## src/rtl/pl_pkg.sv

```systemverilog
`default_nettype none
// +----------------------------------------------------------------------+
// | Module  : pl_pkg                                                     |
// | Purpose : Shared constants and types for the fetch/decode pipeline   |
// |           register with skid buffer.                                 |
// |           NOP_INSTR  - canonical RISC-V NOP (addi x0, x0, 0)         |
// |           pl_state_t - occupancy of the two-entry skid register      |
// | Revision: 1.0  initial release                                       |
// +----------------------------------------------------------------------+
package pl_pkg;

   localparam logic [31:0] NOP_INSTR = 32'h0000_0013;

   // EMPTY: no entry held; ONE: main entry valid; FULL: main and skid valid
   typedef enum logic [1:0] {
      EMPTY = 2'd0,
      ONE   = 2'd1,
      FULL  = 2'd2
   } pl_state_t;

endpackage : pl_pkg
`default_nettype wire

```

## src/rtl/pl_sat_cnt.sv

```systemverilog
`default_nettype none
// +----------------------------------------------------------------------+
// | Module  : pl_sat_cnt                                                 |
// | Purpose : Saturating up-counter; sticks at all-ones.                 |
// | Ports   : clk   - clock                                              |
// |           clear - synchronous clear (wins over inc)                  |
// |           inc   - add one when not yet saturated                     |
// |           count - current value, CNT_WIDTH bits                      |
// | Revision: 1.0  initial release                                       |
// +----------------------------------------------------------------------+
module pl_sat_cnt #(
   parameter int CNT_WIDTH = 16
) (
   input  logic                 clk,
   input  logic                 clear,
   input  logic                 inc,
   output logic [CNT_WIDTH-1:0] count
);

   logic [CNT_WIDTH-1:0] r_count;

   always_ff @(posedge clk) begin
      if (clear) begin
         r_count <= '0;
      end else if (inc && (r_count != '1)) begin
         r_count <= r_count + 1'b1;
      end
   end

   assign count = r_count;

endmodule : pl_sat_cnt
`default_nettype wire

```

## src/rtl/pl_reg_skid.sv

```systemverilog
`default_nettype none
// +----------------------------------------------------------------------+
// | Module  : pl_reg_skid                                                |
// | Purpose : Fetch-to-decode pipeline register with a one-entry skid    |
// |           buffer. Full throughput, one-cycle latency, and in_ready   |
// |           comes from registered state only (no in->out comb path).   |
// | Ports   : clk, rst_n (sync, active-low), flush (sync)                |
// |           in_valid/in_ready, pc_f, pc_plus4_f, instr_f   (upstream)  |
// |           out_valid/out_ready, pc_d, pc_plus4_d, instr_d (downstream)|
// |           stall_cnt, flush_cnt (only with PL_REG_SKID_PERF_EN)       |
// | Macro   : PL_REG_SKID_PERF_EN adds saturating stall/flush counters.  |
// | Revision: 1.0  initial release                                       |
// +----------------------------------------------------------------------+
module pl_reg_skid
   import pl_pkg::*;
#(
   parameter int ADDRESS_WIDTH = 32,
   parameter int DATA_WIDTH    = 32,
   parameter int CNT_WIDTH     = 16
) (
   input  logic                     clk,
   input  logic                     rst_n,
   input  logic                     flush,
   input  logic                     in_valid,
   output logic                     in_ready,
   input  logic [ADDRESS_WIDTH-1:0] pc_f,
   input  logic [ADDRESS_WIDTH-1:0] pc_plus4_f,
   input  logic [DATA_WIDTH-1:0]    instr_f,
   output logic                     out_valid,
   input  logic                     out_ready,
   output logic [ADDRESS_WIDTH-1:0] pc_d,
   output logic [ADDRESS_WIDTH-1:0] pc_plus4_d,
   output logic [DATA_WIDTH-1:0]    instr_d
`ifdef PL_REG_SKID_PERF_EN
   ,
   output logic [CNT_WIDTH-1:0]     stall_cnt,
   output logic [CNT_WIDTH-1:0]     flush_cnt
`endif
);

   localparam logic [DATA_WIDTH-1:0] c_nop = DATA_WIDTH'(NOP_INSTR);

   pl_state_t                r_state, w_state_nxt;
   logic [ADDRESS_WIDTH-1:0] r_m_pc, r_m_pc4, r_s_pc, r_s_pc4;
   logic [ADDRESS_WIDTH-1:0] w_m_pc_nxt, w_m_pc4_nxt, w_s_pc_nxt, w_s_pc4_nxt;
   logic [DATA_WIDTH-1:0]    r_m_instr, r_s_instr;
   logic [DATA_WIDTH-1:0]    w_m_instr_nxt, w_s_instr_nxt;
   logic                     w_accept;
   logic                     w_fire;

   assign in_ready   = (r_state != FULL);
   assign out_valid  = (r_state != EMPTY);
   assign w_accept   = in_valid && in_ready && !flush;
   assign w_fire     = out_valid && out_ready;

   // Main entry drives the outputs directly. Whenever the main entry is not
   // valid it is held at zero PCs and a NOP, so no output mux is needed.
   assign pc_d       = r_m_pc;
   assign pc_plus4_d = r_m_pc4;
   assign instr_d    = r_m_instr;

   always_comb begin
      w_state_nxt   = r_state;
      w_m_pc_nxt    = r_m_pc;
      w_m_pc4_nxt   = r_m_pc4;
      w_m_instr_nxt = r_m_instr;
      w_s_pc_nxt    = r_s_pc;
      w_s_pc4_nxt   = r_s_pc4;
      w_s_instr_nxt = r_s_instr;

      if (flush) begin
         // A same-cycle fire is still consumed downstream; nothing to undo.
         w_state_nxt   = EMPTY;
         w_m_pc_nxt    = '0;
         w_m_pc4_nxt   = '0;
         w_m_instr_nxt = c_nop;
         w_s_pc_nxt    = '0;
         w_s_pc4_nxt   = '0;
         w_s_instr_nxt = c_nop;
      end else begin
         case (r_state)
            EMPTY: begin
               if (w_accept) begin
                  w_state_nxt   = ONE;
                  w_m_pc_nxt    = pc_f;
                  w_m_pc4_nxt   = pc_plus4_f;
                  w_m_instr_nxt = instr_f;
               end
            end
            ONE: begin
               if (w_accept && w_fire) begin
                  w_m_pc_nxt    = pc_f;
                  w_m_pc4_nxt   = pc_plus4_f;
                  w_m_instr_nxt = instr_f;
               end else if (w_accept) begin
                  // Downstream stalled: park the new entry in the skid slot.
                  w_state_nxt   = FULL;
                  w_s_pc_nxt    = pc_f;
                  w_s_pc4_nxt   = pc_plus4_f;
                  w_s_instr_nxt = instr_f;
               end else if (w_fire) begin
                  w_state_nxt   = EMPTY;
                  w_m_pc_nxt    = '0;
                  w_m_pc4_nxt   = '0;
                  w_m_instr_nxt = c_nop;
               end
            end
            FULL: begin
               if (w_fire) begin
                  w_state_nxt   = ONE;
                  w_m_pc_nxt    = r_s_pc;
                  w_m_pc4_nxt   = r_s_pc4;
                  w_m_instr_nxt = r_s_instr;
                  w_s_pc_nxt    = '0;
                  w_s_pc4_nxt   = '0;
                  w_s_instr_nxt = c_nop;
               end
            end
            default: begin
               w_state_nxt   = EMPTY;
               w_m_pc_nxt    = '0;
               w_m_pc4_nxt   = '0;
               w_m_instr_nxt = c_nop;
            end
         endcase
      end
   end

   always_ff @(posedge clk) begin
      if (!rst_n) begin
         r_state   <= EMPTY;
         r_m_pc    <= '0;
         r_m_pc4   <= '0;
         r_m_instr <= c_nop;
         r_s_pc    <= '0;
         r_s_pc4   <= '0;
         r_s_instr <= c_nop;
      end else begin
         r_state   <= w_state_nxt;
         r_m_pc    <= w_m_pc_nxt;
         r_m_pc4   <= w_m_pc4_nxt;
         r_m_instr <= w_m_instr_nxt;
         r_s_pc    <= w_s_pc_nxt;
         r_s_pc4   <= w_s_pc4_nxt;
         r_s_instr <= w_s_instr_nxt;
      end
   end

`ifdef PL_REG_SKID_PERF_EN
   logic w_cnt_clear;
   logic w_stall_inc;

   assign w_cnt_clear = !rst_n;
   assign w_stall_inc = out_valid && !out_ready;

   pl_sat_cnt #(
      .CNT_WIDTH (CNT_WIDTH)
   ) u_stall_cnt (
      .clk   (clk),
      .clear (w_cnt_clear),
      .inc   (w_stall_inc),
      .count (stall_cnt)
   );

   pl_sat_cnt #(
      .CNT_WIDTH (CNT_WIDTH)
   ) u_flush_cnt (
      .clk   (clk),
      .clear (w_cnt_clear),
      .inc   (flush),
      .count (flush_cnt)
   );
`else
   // Counters absent; CNT_WIDTH is kept only for a uniform parameter list.
   localparam int c_unused_cnt_width = CNT_WIDTH;
`endif

endmodule : pl_reg_skid
`default_nettype wire

```

## config.mk

```make
export PLATFORM = sky130hd
export DESIGN_NAME = pl_reg_skid
export DESIGN_NICKNAME = d
export VERILOG_FILES = /design/src/rtl/pl_pkg.sv /design/src/rtl/pl_sat_cnt.sv /design/src/rtl/pl_reg_skid.sv
export SDC_FILE = /design/constraint.sdc
export NUM_CORES = 1
export LEC_CHECK = 0
export ABC_AREA = 1
export CELL_PAD_IN_SITES_DETAIL_PLACEMENT = 2
export CELL_PAD_IN_SITES_GLOBAL_PLACEMENT = 2
export CORE_ASPECT_RATIO = 0.8
export CORE_UTILIZATION = 27
export CTS_CLUSTER_SIZE = 24
export DETAILED_ROUTE_END_ITERATION = 10
export MAX_ROUTING_LAYER = met4
export PLACE_DENSITY_LB_ADDON = 0.05
export SYNTH_ARGS = -nofsm -noshare
export SYNTH_HDL_FRONTEND = slang
export SYNTH_HIERARCHICAL = 1
export SYNTH_SLANG_ARGS = --single-unit
```

## constraint.sdc

```tcl
create_clock -name clk -period 2.04 [get_ports clk]
set_input_delay 0.306 -clock clk [delete_from_list [all_inputs] [get_ports clk]]
set_output_delay 0.306 -clock clk [all_outputs]
set_load 0.01 [all_outputs]
```

### Yosys cells after proc, flatten, opt, wreduce, memory -nomap -nowiden

Cells that the tools add are included.

* equality and inequality tests: 10
* multiplexer cells: 28
* bitwise logic cells: 1
* reductions and logical operators: 12

Operator list (count)
* 2-to-1 mux 32 bit: 16
* one-hot mux 32 bit (3 select lines): 3
* one-hot mux 32 bit (2 select lines): 3
* AND reduction 4 bit: 3
* 2-to-1 mux 2 bit: 5
* != test 2 bit, second input constant: 5
* != test 3 bit, second input constant: 3
* one-hot mux 2 bit (3 select lines): 1
* logical AND 1 bit: 4
* nonzero test 2 bit: 2
* equality test 2 x 1 -> 1 bit, second input constant: 1
* equality test 2 bit, second input constant: 1
* zero test 2 bit: 1
* OR reduction 2 bit: 1
* zero test 1 bit: 1
* NOT 1 bit: 1

* register bits: 194
* output and inout bits: 98
* word-level logic and storage cells: 58

### Logic depth before layout (Yosys ltp)

* depth in word-level cells: 6
* gate-level depth with buffers: 10
* gate-level depth less buffers: 7

### Worst setup path before layout

Ideal clock, no wire load.

* path kind: register to register
* from: register r_state[1]
* to: register r_s_pc4[10]
* library setup time: 0.132 ns
* arrival: 1.414 ns
* data required time: 1.908 ns
* setup slack: 0.494 ns
* cell stages (with the launch flop): 9
* clock period less this slack: 1.546 ns
* cells stage by stage: dfxtp_1 > buf_2 > inv_1 > nor2_1 > nand2_1 > buf_2 > buf_1 > nand3_1 > a21oi_1

* word-level cells in the longest chain between the ends: 6
* elaborated cells between the ends (all ways): 14
* those cells by class: 6 x eq/ne; 1 x mux; 7 x reduce/logical

RTL lines
* start: declaration: RTL line pl_reg_skid.sv:43 `pl_state_t r_state, w_state_nxt;`
* start signal: assignment: RTL line pl_reg_skid.sv:139 `r_state <= w_state_nxt;`
* != test 2 bit: RTL line pl_reg_skid.sv:51 `assign in_ready = (r_state != FULL);`
* logical AND 1 bit (2 in a row): RTL line pl_reg_skid.sv:53 `assign w_accept = in_valid && in_ready && !flush;`
* logical AND 1 bit: RTL line pl_reg_skid.sv:91 `if (w_accept && w_fire) begin`
* != test 2 bit (no line)
* AND reduction 4 bit (no line)
* end signal: assignment: RTL line pl_reg_skid.sv:144 `r_s_pc4 <= w_s_pc4_nxt;`
* end: declaration: RTL line pl_reg_skid.sv:44 `logic [ADDRESS_WIDTH-1:0] r_m_pc, r_m_pc4, r_s_pc, r_s_pc4;`

Parallel ways exist; a longest one is shown, timed or not.
A chain may end at the register's enable or synchronous reset.

### Worst setup path after layout

* from: register r_state[1]
* to: output in_ready

* word-level cells in the longest chain between the ends: 1

RTL lines
* != test 2 bit: RTL line pl_reg_skid.sv:51
* end: declaration: RTL line pl_reg_skid.sv:25 `output logic in_ready,`

Every way passes these cells.

==> parameters.txt <==
Parameter                              Value

Synth
  Share of flip-flops with an asynchronous set or reset    0%
  Mapped Avg Cell Area    a little under 7 um^2
  Synthesized flop and latch total    194
  Net count of the mapped netlist    1398
  Count of flip-flops with a built-in enable after synthesis    0
  Number of different library cells in the post-synthesis netlist    19
  Synthesis Warnings    6
  Synthesized instance count    1297
  Most used DFF post-synth    dfxtp_1
  Post-synth top area cell    dfxtp_1
  Area share of the leading cell type in the synthesized netlist    43.9%
  Sequential fraction of the synthesis area    a little over two fifths
  Post-synth design cell area    between 0.008 and 0.009 mm^2
  Top cells by area, synth    dfxtp_1 (44%), nand3_1 (21%), nand2_1 (17%), a21oi_1 (11%), clkbuf_1 (2.7%)

Worst setup path
  Arrival time worst endpoint    1660 ps
  Endpoint of the most critical setup path    in_ready
  R2R cell count    9
  Kind of launch point of the worst setup path    flip-flop
  Type of destination of the critical path    output port
  Internal reg-to-reg setup slack    280 ps
  Kind of critical path    flip-flop to output port
  Critical Path Start    r_state[1]
  Endpoint of the most critical register-to-register path    pc_d[10]
  Data required time at the worst endpoint    1730 ps
  Source of the worst register-to-register timing path    r_state[1]
  Critical path fanouts, max    5

Drt
  Total iterations of the first detailed-routing run    4
  Initial detailed-routing violation count    480
  Sum of routed wire length over all layers    36.5 mm
  Vias per cell    approximately 5.2
  Detail-routed net length per standard cell    19.5 um
  Detail Route Antenna Nets    0
  DRC violations left    0
  Routed via count    9662

Timing
  Shortest period the worst path allows    ~2000 ps
  RSZ-0062 raised after global routing    false
  Max-slew headroom    56.9%
  Final hold violations    0
  Fmax    0.509 GHz
  Final Cycle Share    96.4%
  Measured slew at the worst slew-check pin    about 650 ps
  Post-route clock skew    11.0 ps
  Max-slew violation total from the final report    0
  Final setup violation count    0

Clocking
  Clock latency of the later-clocked register in the worst-skew pair    450 ps
  Clock edge transition at the registers on the reported setup and hold paths    70 ps
  Hold-fix buffers, CTS    0
  H-Tree Level Count    4
  Total clock buffers created by CTS    17
  TritonCTS Sinks    a little under 200
  Clock tree from TritonCTS    yes
  CTS Root Cell    clkbuf_16
  Buffer levels on the longest clock path    2

Placed design
  Placed cell count    1839
  Placer's final routability congestion estimate    0.723
  DP Wirelength    22.9 mm
  Port bufs    just under 200

Floorplanning
  Width of the chip    204 um
  Floorplan die area    0.0335 mm^2
  Starting Density    27.8%
  Ports    199
  Number of cell rows    58
  Y dimension of the die    between 150 and 200 um
  Core Footprint    around 0.032 mm^2

Power and ir drop
  P per Cell Area    689 mW/mm^2
  Leakage power summed over all cells    0.00417 uW
  Worst vdd ir    0.522 mV

Finish
  Most frequent cells in the layout    nand2_1 (393), nand3_1 (368), clkdlybuf4s50_1 (198)
  Non-filler cells in the finished layout    1874
  Number of nets at the end of the flow    1540
  Area grow syn2layout    36.8%
  Most common cell after layout, fill and taps aside    nand2_1
  Post-layout utilization of the core    38.0%
  Fillcell total    around 3700
  Layout cell share with drive strength beyond 1    6.13%

Global route
  Largest net degree at the start of global routing    between 90 and 100
  Global route overflow    0
  Total Routing Usage GR    about 23%
  Via count of the first global-routing pass    ~10000
  Global-route wire length before repair    57.9 mm
  Initial antenna violation count    2

Job
  Maximum capacitance violations    0

Worst hold path
  Number of instances on the worst hold path    2
  Tightest Hold Check Type    flip-flop to flip-flop

Run status
  Run status    completed
-- state kept, by name, indices dropped and copies added (netlist names) --
| name | cells |
|---|---|
| instr_d | 32 |
| pc_d | 32 |
| pc_plus4_d | 32 |
| r_s_instr | 32 |
| r_s_pc | 32 |
| r_s_pc4 | 32 |
| r_state | 2 |
-- worst min-delay path by stage --
stage | from | endpoint | slack, ps
floorplan | instr_f[0] | r_s_instr[0] | 440
global placement | pc_plus4_d[13] | pc_plus4_d[13] | 450
detailed placement | pc_plus4_d[16] | pc_plus4_d[16] | 460
CTS | instr_f[2] | r_s_instr[2] | 470
global route | pc_d[5] | pc_d[5] | 490
finish | pc_plus4_d[16] | pc_plus4_d[16] | 470
-- power by group --
part | leakage (uW) | internal (uW) | total, uW | switching, uW
Sequential | 0.00157 | 3840 | 3880 | 36.8
Combinational | 0.00232 | 450 | 976 | 526
Clock | 0.000284 | 1880 | 3480 | 1600
-- metal layers --
metal,part of all wire (%),GRT usage [%]
met5,0,-
met4,0.73,5.33
met3,4.1,4.03
met2,49,38.0
met1,46,28.5
-- Yosys cell counts (2+ instances only) --
library cell / count
nand3_1: 368
nand2_1: 395
o22ai_1: 5
inv_2: 5
inv_1: 4
a21oi_1: 191
clkbuf_1: 63
buf_2: 39
buf_1: 11
o21ai_0: 2
nor2_1: 5
dfxtp_1: 194
nor3_1: 2
buf_4: 8
-- what timing repair did --
| action | 4_1_cts | 5_1_grt |
|---|---|---|
| pin swaps | 1 | 0 |
| buffers inserted | 1 | 0 |
| endpoints found under the hold margin | 0 | 0 |
| endpoints found under the setup margin | 1 | 4 |
| gates resized for setup | 0 | 2 |
-- per-stage QoR --
stage / setup WS (ps) / hold WS, ps / TNS, ps / instance area [um^2] / power (uW)
6_report: 73.7 / 468 / 0 / 12100 / 8330
5_1_grt: 0.474 / 486 / 0 / 12100 / 8710
4_1_cts: 9.00 / 467 / 0 / 12100 / 8480
3_5_place_dp: -3.37 / 458 / -3.37 / 11500 / 4960
3_3_place_gp: 46.2 / 454 / 0 / 11500 / 4940
2_1_floorplan: 494 / 443 / 0 / 8840 / 4360
-- worst max-delay path: stages (launching register included) --
cell	delay, ps
dfxtp_1	330
inv_1	120
nor2_4	160
clkinv_2	90
clkdlybuf4s50_1	510
-- final cells by class --
| type | count | area (um^2) | share of cell area (%) |
|---|---|---|---|
| antenna | 2 | 5.00 | 0.0414 |
| clock buffer | 21 | 460 | 3.81 |
| clock inverter | 11 | 129 | 1.07 |
| inverter | 9 | 40.0 | 0.331 |
| multi-input combinational | 973 | 4430 | 36.7 |
| sequential | 194 | 3880 | 32.1 |
| tap | 420 | 526 | 4.35 |
| timing repair buffer | 244 | 2620 | 21.6 |
-- logic make-up (layout without fill, tap and decap cells) --
family / count (synthesis) / after routing / share of synthesized area (%)
AOI/OAI and AO/OA: 201 / 201 / 11.5
other: 0 / 2 / 0
and+or+nand+nor: 772 / 772 / 38.1
buffers and inverters: 130 / 285 / 6.41
DFF: 194 / 194 / 43.9
No activity file was read; power rests on OpenSTA's default activity.
==> RTL change: new RTL, config.mk and constraints unchanged <==
Add a define of `PL_REG_SKID_PERF_EN`.
--- a/src/rtl/pl_reg_skid.sv
+++ b/src/rtl/pl_reg_skid.sv
@@ -11,6 +11,8 @@
 // | Macro   : PL_REG_SKID_PERF_EN adds saturating stall/flush counters.  |
 // | Revision: 1.0  initial release                                       |
 // +----------------------------------------------------------------------+
+`define PL_REG_SKID_PERF_EN
+
 module pl_reg_skid
    import pl_pkg::*;
 #(
Check against the original RTL (old outputs only; new: flush_cnt and stall_cnt): equivalent (equiv_simple and equiv_induct, registers matched by name and starting in step).
==> RTL change against the original RTL <==
Utilization shrank 0.65 points. Cell area increased by 26%. Setup slack gained 75 ps. Sequential share of layout area down 2.4 points. Wire length increased by 24%. Power is 28% higher. Global-route usage shrank 0.61 points. Sequential cell count grew 32. Synthesized area increased by 26%. First-iteration DRC count fell by 14%. Hold slack got worse by 54 ps.
==> RTL change: results (changes against the original RTL) <==
- CTS-repair resized insts: 3 (+3)
- Fin. max-slew vios: 0 (unchanged)
- Root Buffer: clkbuf_16
- Hold/Removal Path Class: input pin to flop
- Synthesized area per cell: 6.23 µm² (-8.5%)
- Worst path top cell family by delay: buffers and inverters
- Clock Skew: 11.8 ps (+0.733 ps)
- CTS Buf Count: 28 (+11)
- Worst skew pair latency: 570 ps (+120 ps)
- Leakage: 5.93 nW (+42%)
- HP Start: instr_f[4]
- Critical Path Max Stage Delay: 580 ps (+70 ps)
- Max VDD drop: 0.542 mV (+4.0%)
- Post-synth top cells: nand2_1 (618), nor2_1 (314), dfxtp_1 (226), nand3_1 (215), a21oi_1 (113)
- Placed Instance Area: 14300 µm² (+25%)
- Postcts setup bufs: 0 (-1)
- RR Startpoint: r_state[0]
- Synth unique cells: 25 (+6)
- Initial antenna violation count: 4 (+2)
- TritonRoute pass-1 iters: 4 (unchanged)
- Sequential-to-total area share from yosys stat: 40.5% (-3.4 points)
- Vias in the first global route: 13228 (+26%)
- Top cells by area, synth: dfxtp_1 (41%), nand2_1 (21%), nor2_1 (11%), nand3_1 (9.6%), a21oi_1 (5.1%)
- Clock Tree Buf Depth: 3 (+1)
- Routed len/inst: 17.8 µm (-8.7%)
- GPL Wtd Cong: 0.784 (+8.5%)
- Slew HR: 59.6% (+2.7 points)
- DP HPWL: 30500 µm (+33%)
- Worst slack, placed: -95.0 ps (-91.6 ps)
- Outcome: completed
- Largest net degree at the start of global routing: 113 (+24%)
- Detailed-route via count: 12332 (+28%)
- Ys flop type: dfxtp_1
- First DRT Iteration DRCs: 414 (-14%)
- CP Max Fanout: 5 (unchanged)
- Critical Path Source: u_flush_cnt/count[12]
- H-tree depth: 1 (-3)
- Placed cell count: 2499 (+36%)
- Clock transition time at the flip-flop clock pins of the worst setup and hold paths: 60 ps
- Total number of yosys warnings: 6 (unchanged)
- Layout cell share with drive strength beyond 1: 6.93% (+0.80 points)
- WP data arrival: 1590 ps (-70 ps)
- Critical-path cell with the highest stage delay: clkdlybuf4s50_1
- # port buffers: 230 (+16%)
- Syn Nets: 1894 (+35%)
- Synth async-reset ratio: 0% (unchanged)
- Total track usage: 22.2% (-0.61 points)
- First-pass GRT wire length: 72700 µm (+25%)
- Nets@finish: 2088 (+36%)
- Setup-failing EPs final: 0 (unchanged)
- Vias per cell: 4.83 (-6.3%)
[RTL change: per-layer routing]
layer | wire, µm | share of wire, % | track usage, % | up-vias
li1 | - | - | - | 6016
met1 | 21100 | 46 | 27.6 | 6108
met2 | 22000 | 48 | 37.8 | 157
met3 | 1500 | 3.3 | 3.44 | 51
met4 | 901 | 2.0 | 4.56 | 0
met5 | 0 | 0 | - | -
[RTL change: path summary, 6_finish.rpt]
| kind | slack [ps] | end | depth (start not counted) |
|---|---|---|---|
| min reg2reg | 460 | pc_d[3] | 2 |
| min | 410 | r_s_instr[4] | 3 |
| max reg2reg | 350 | pc_plus4_d[18] | 8 |
| max | 150 | flush_cnt[12] | 1 |
[RTL change: final cells by class]
type / instances / area (µm²)
inverters: 88 / 335
diodes: 5 / 12.5
fillers: 4886 / 25500
well taps: 544 / 681
flip-flops and latches: 226 / 4530
clock buffers: 46 / 870
repair buffers: 279 / 2950
clock inverters: 4 / 20.0
multi-input cells: 1362 / 5830
[RTL change: kinds of logic (layout without fill, tap and decap cells)]
kind of cell	count (synthesis)	after routing	synth area share [%]
and+or+nand+nor	1187	1187	43.8
adders and majority gates	2	2	0.224
AOI/OAI and AO/OA	173	173	7.78
other	0	5	0
DFF	226	226	40.5
buffers and inverters	203	417	7.71
[RTL change: worst register-to-register path, delay by kind of cell, from the launching register on]
| kind | cells | cell delay (ps) |
|---|---|---|
| DFF | 1 | 360 |
| buffers and inverters | 2 | 500 |
| and+or+nand+nor | 5 | 610 |
| AOI/OAI and AO/OA | 1 | 150 |
[RTL change: report_power, final]
| part | internal, mW | switching [mW] |
|---|---|---|
| Combinational | 0.537 | 0.682 |
| Clock | 2.88 | 2.07 |
| Sequential | 4.49 | 0.0478 |
